$ cat config.mk
export PLATFORM = sky130hd
export DESIGN_NAME = alu_arbiter
export DESIGN_NICKNAME = d
export VERILOG_FILES = /design/src/rtl/alu_arbiter.sv
export SDC_FILE = /design/constraint.sdc
export NUM_CORES = 1
export LEC_CHECK = 0
export BUFFER_PORTS_ARGS = -buffer_cell sky130_fd_sc_hd__buf_4
export CAP_MARGIN = 20
export CORE_MARGIN = 1.5
export CORE_UTILIZATION = 46
export CTS_BUF_LIST = sky130_fd_sc_hd__clkbuf_16
export CTS_CLUSTER_SIZE = 8
export DETAILED_ROUTE_END_ITERATION = 10
export GPL_TIMING_DRIVEN = 0
export PLACE_DENSITY = 0.78
export SETUP_SLACK_MARGIN = 0.1
export SLEW_MARGIN = 0
export SYNTH_ARGS = -nofsm -noshare
export SYNTH_HDL_FRONTEND = slang
export SYNTH_SLANG_ARGS = --single-unit
$ cat constraint.sdc
create_clock -name clk -period 5.1 [get_ports clk]
set_clock_uncertainty 0.05 [all_clocks]
set_input_delay 0 -clock clk [delete_from_list [all_inputs] [get_ports clk]]
set_output_delay 0 -clock clk [all_outputs]
set_load 0.005 [all_outputs]
$ cat src/rtl/alu_arbiter.sv
// Four-way round-robin front end sharing one 16-bit ALU into a single-entry response slot.
// Latency 1 cycle; the slot holds while rsp_ready is low and grants stall until it can reload.

module alu_16bit (
    input  logic [15:0] a_i,
    input  logic [15:0] b_i,
    input  logic [3:0]  op_i,
    output logic [15:0] res_o,
    output logic        err_o
);
    always_comb begin
        res_o = 16'h0000;
        unique case (op_i)
            4'd0:    res_o = a_i + b_i;
            4'd1:    res_o = a_i - b_i;
            4'd2:    res_o = a_i & b_i;
            4'd3:    res_o = a_i | b_i;
            4'd4:    res_o = a_i ^ b_i;
            4'd5:    res_o = {a_i[14:0], 1'b0};
            4'd6:    res_o = {1'b0, a_i[15:1]};
            default: res_o = 16'h0000;
        endcase
    end

    assign err_o = (op_i > 4'd6);
endmodule

module alu_arbiter (
    input  logic        clk,
    input  logic        rst_n,
    input  logic [3:0]  req_valid,
    input  logic [63:0] req_a,
    input  logic [63:0] req_b,
    input  logic [15:0] req_op,
    output logic [3:0]  req_ready,
    output logic        rsp_valid,
    input  logic        rsp_ready,
    output logic [15:0] rsp_data,
    output logic [1:0]  rsp_id,
    output logic        rsp_err,
    output logic [15:0] op_count
);
    logic        rsp_valid_q, rsp_valid_d;
    logic [15:0] rsp_data_q,  rsp_data_d;
    logic [1:0]  rsp_id_q,    rsp_id_d;
    logic        rsp_err_q,   rsp_err_d;
    logic [15:0] op_count_q,  op_count_d;
    logic [1:0]  last_grant_q, last_grant_d;

    logic        win_found;
    logic [1:0]  win_idx;
    logic        can_accept;
    logic        xfer;
    logic [15:0] alu_a, alu_b, alu_res;
    logic [3:0]  alu_op;
    logic        alu_err;

    // Search starts one past the last winner; k=4 wraps back to last_grant itself.
    always_comb begin
        win_found = 1'b0;
        win_idx   = last_grant_q;
        for (int k = 1; k <= 4; k++) begin
            if (!win_found && req_valid[last_grant_q + 2'(k)]) begin
                win_found = 1'b1;
                win_idx   = last_grant_q + 2'(k);
            end
        end
    end

    assign can_accept = !rsp_valid_q || rsp_ready;
    // rst_n gating keeps req_ready low for the entire reset window.
    assign xfer       = win_found && can_accept && rst_n;
    assign req_ready  = xfer ? (4'b0001 << win_idx) : 4'b0000;

    assign alu_a  = req_a[{win_idx, 4'b0000} +: 16];
    assign alu_b  = req_b[{win_idx, 4'b0000} +: 16];
    assign alu_op = req_op[{win_idx, 2'b00} +: 4];

    alu_16bit u_alu (
        .a_i   (alu_a),
        .b_i   (alu_b),
        .op_i  (alu_op),
        .res_o (alu_res),
        .err_o (alu_err)
    );

    always_comb begin
        rsp_valid_d  = rsp_valid_q;
        rsp_data_d   = rsp_data_q;
        rsp_id_d     = rsp_id_q;
        rsp_err_d    = rsp_err_q;
        op_count_d   = op_count_q;
        last_grant_d = last_grant_q;
        if (xfer) begin
            rsp_valid_d  = 1'b1;
            rsp_data_d   = alu_res;
            rsp_id_d     = win_idx;
            rsp_err_d    = alu_err;
            last_grant_d = win_idx;
            if (op_count_q != 16'hFFFF) begin
                op_count_d = op_count_q + 16'd1;
            end
        end else if (rsp_ready) begin
            rsp_valid_d = 1'b0;
        end
    end

    always_ff @(posedge clk or negedge rst_n) begin
        if (!rst_n) begin
            rsp_valid_q  <= 1'b0;
            rsp_data_q   <= 16'h0000;
            rsp_id_q     <= 2'd0;
            rsp_err_q    <= 1'b0;
            op_count_q   <= 16'h0000;
            last_grant_q <= 2'd3;
        end else begin
            rsp_valid_q  <= rsp_valid_d;
            rsp_data_q   <= rsp_data_d;
            rsp_id_q     <= rsp_id_d;
            rsp_err_q    <= rsp_err_d;
            op_count_q   <= op_count_d;
            last_grant_q <= last_grant_d;
        end
    end

    assign rsp_valid = rsp_valid_q;
    assign rsp_data  = rsp_data_q;
    assign rsp_id    = rsp_id_q;
    assign rsp_err   = rsp_err_q;
    assign op_count  = op_count_q;
endmodule
==> summary.txt <==
Run status
  • Outcome: complete, no violations

Timing
  • Min Tclk post-route: 4.87 ns
  • Hold Vio Cnt, Final: 0
  • FMAX: 205 MHz
  • RSZ-0062 raised after global routing: true
  • WHS: 0.00792 ns
  • Relative slew slack: 48.0%
  • Final setup viols: 0
  • Fin crit share: 95.5%
  • Final count of pins violating max slew: 0
  • Slew @ Worst Pin: 0.778 ns

GRT
  • Largest net degree at the start of global routing: 40
  • Vias in the first global route: 5534
  • Initial antenna violation count: 0
  • Total track usage: 29.8%
  • First-pass GRT wire length: 27.3 mm
  • Gr ovfl total: 0

Cells and area
  • Highest-count cells in the layout ignoring fill and taps: 206 x buf_4, 60 x nor2_1, 58 x mux2i_1
  • Commonest non-fill, non-tap cell in the layout: buf_4
  • Final antenna diode count: 0
  • Fin util: 66.8%
  • Fill cells: 892
  • Multi-input logic area: 3950 um2
  • Seq. cell area: 953 um2
  • Nets: 1033
  • Design Area, Final: 7270 um2
  • Area Growth Syn to Fin: 41.2%
  • Layout cell share with drive strength beyond 1: 36.4%

Pwr
  • Total power: 4.17 mW
  • Sequential Power Share: 11.6%
  • Sw frac: 48.0%
  • Gate power share: 78.5%
  • Clock share of power: 9.9%
  • Max VDD drop: 0.396 mV
  • LEAKAGE: 3.60 nW
  • Internal: 2.17 mW
  • Net Switching: 2.00 mW
  • Power per cell area: 574 nW/um2

Yosys
  • Synthesized area: 5150 um2
  • Syn_area_per_cell: 8.37 um2
  • Post-synth EDFFs: 0
  • Mapped Cells: 615
  • Ys async rst share: 100%
  • Primary FF master, synth: dfrtp_1
  • Yosys cell types: 68
  • Synth Warn #: 0
  • Net count after synthesis: 816
  • Seq cells post-synth: 38
  • Sequential area share after synthesis: 18.5%

Die
  • Area of the die: 11800 um2
  • Cell Rows: 38
  • Num ports: 191
  • Die Wd: 109 um
  • Initial Utilization: 47.3%
  • Die height: 109 um
  • Core Area: 10900 um2

Placement
  • Port Buffers: 190
  • Post-DP Area: 6750 um2
  • RePlAce Congestion: 0.957
  • DPL Wire Length: 14.5 mm

Clock tree
  • Worst skew pair latency: 0.29 ns
  • CTS tree: built
  • Root Driver: clkbuf_16
  • Clock transition at path regs: 0.06 ns
  • CTS Buf Count: 5
  • H-Tree Depth: 2
  • Clk sink count: 38
  • Clock Tree Buf Depth: 2

Hold path
  • Hold Crit Class: primary input to flop
  • Worst Hold End: rsp_valid
  • HP Start: rsp_ready
  • Hold path cells: 3

Detailed routing
  • Routed len/inst: 18.7 um
  • Drc violations: 0
  • Vias per cell: 5.71
  • First-pass DRT Iterations: 5
  • Initial DRC count: 326
  • Final antenna-violating net count: 0
  • Total wire length: 18.2 mm
  • Via Count: 5559

Setup path
  • R2r endpoint: rsp_data[15]
  • Worst R2R Path Depth: 22
  • R2R setup slack: 0.23 ns
  • Reg2reg start: last_grant_q[0]
  • Setup crit start kind: flop
  • Critical Path AT: 4.99 ns
  • CP required: 5.22 ns
  • WS Path Type: flop to flop
  • Crit end category: flop
  • Critical path peak fanout: 10

Flow run
  • Max_cap viols: 0
==> worst max path at each step <==
stage                          from            to  slack, ns  cells after the start
detailed placement  last_grant_q[0]  rsp_data[15]      -0.67                     21
floorplan           last_grant_q[0]  rsp_data[15]       0.20                     21
global route        last_grant_q[0]  rsp_data[15]       0.05                     23
global placement    last_grant_q[0]  rsp_data[15]      -0.59                     21
CTS                 last_grant_q[0]  rsp_data[14]       0.10                     21
finish              last_grant_q[0]  rsp_data[15]       0.23                     22
==> logic make-up (layout without fill, tap and decap cells) <==
group           Yosys count  count (layout)  synth area share (%)
compound gates          139             139                  18.3
xor+xnor                 42              42                  7.15
fa+ha+maj                50              50                  12.3
buf+inv                  72             290                  7.17
flops                    38              38                  18.5
mux                      92              92                  19.1
simple gates            182             182                  17.4
==> registers in the layout, summed over array words and instances (netlist names) <==
register	count
rsp_data	16
last_grant_q	2
rsp_valid	1
rsp_err	1
rsp_id	2
op_count	16
==> Yosys cell counts (6+ instances only) <==
| cell type | number | area share (%) |
|---|---|---|
| nor2_1 | 60 | 4.4 |
| mux2i_1 | 59 | 11 |
| ha_1 | 49 | 12 |
| nand2_1 | 40 | 2.9 |
| a21oi_1 | 39 | 3.8 |
| inv_1 | 39 | 2.8 |
| dfrtp_1 | 36 | 18 |
| xnor2_1 | 31 | 5.3 |
| nand3_1 | 28 | 2.7 |
| mux2_2 | 26 | 5.7 |
| o21ai_0 | 17 | 1.7 |
| o21ai_1 | 17 | 1.7 |
| nor3_1 | 14 | 1.4 |
| o22ai_1 | 13 | 1.6 |
| buf_2 | 12 | 1.2 |
| xor2_1 | 11 | 1.9 |
| clkbuf_1 | 10 | 0.73 |
| nand2b_1 | 8 | 0.97 |
| and3_1 | 6 | 0.73 |
| mux2_4 | 6 | 1.8 |
| nand4_1 | 6 | 0.73 |
| o21a_1 | 6 | 0.87 |
==> final cells by class <==
class	count	share of cell area [%]
Multi-Input combinational cell	505	54.3
Timing Repair Buffer	211	22.1
Sequential cell	38	13.1
Buffer	31	3.37
Tap cell	140	2.41
Inverter	40	2.07
Clock buffer	5	1.72
Clock inverter	3	0.946
==> routing by layer <==
| metal | global-route usage [%] | share of wire [%] |
|---|---|---|
| met5 | 0 | 0 |
| met3 | 4.42 | 7.0 |
| met1 | 36.0 | 41 |
| met2 | 53.4 | 49 |
| met4 | 11.0 | 3.0 |
==> power groups by stage <==
stage / logic, mW / clock network [mW] / registers, mW
global route: 3.55 / 0.424 / 0.497
CTS: 3.06 / 0.413 / 0.484
finish: 3.27 / 0.411 / 0.484
global placement: 2.86 / 0 / 0.481
floorplan: 2.09 / 0 / 0.483
detailed placement: 2.93 / 0 / 0.488
==> repair_timing <==
item,CTS,global route
setup endpoints to repair,6,3
hold buffers,3,0
pin swaps,5,11
cloned,0,0
buffers inserted,11,7
resized for setup,15,23
endpoints found under the hold margin,39,0
==> stage by stage <==
| step | std cells | setup slack [ns] | setup TNS [ns] |
|---|---|---|---|
| floorplan | 615 | 0.202 | 0 |
| global placement | 945 | -0.591 | -1.08 |
| detailed placement | 945 | -0.666 | -1.53 |
| CTS | 967 | 0.102 | 0 |
| global route | 973 | 0.0503 | 0 |
| finish | 973 | 0.227 | 0 |
==> worst max-delay path, stage by stage, from the launching register on <==
cell	delay [ns]
dfstp_2	0.59
nand2b_2	0.18
o211ai_4	0.15
nand2_4	0.13
buf_8	0.17
buf_6	0.18
buf_6	0.18
buf_8	0.18
mux2i_1	0.22
mux2_4	0.22
inv_1	0.07
ha_1	0.28
nor2b_1	0.14
o31a_1	0.33
o211ai_1	0.21
buf_4	0.16
o221ai_2	0.11
a21oi_2	0.22
o21bai_4	0.10
a2111oi_4	0.31
nor3_2	0.09
xnor2_1	0.13
a221o_1	0.32
Note: power is estimated with default switching activity, not from simulation.
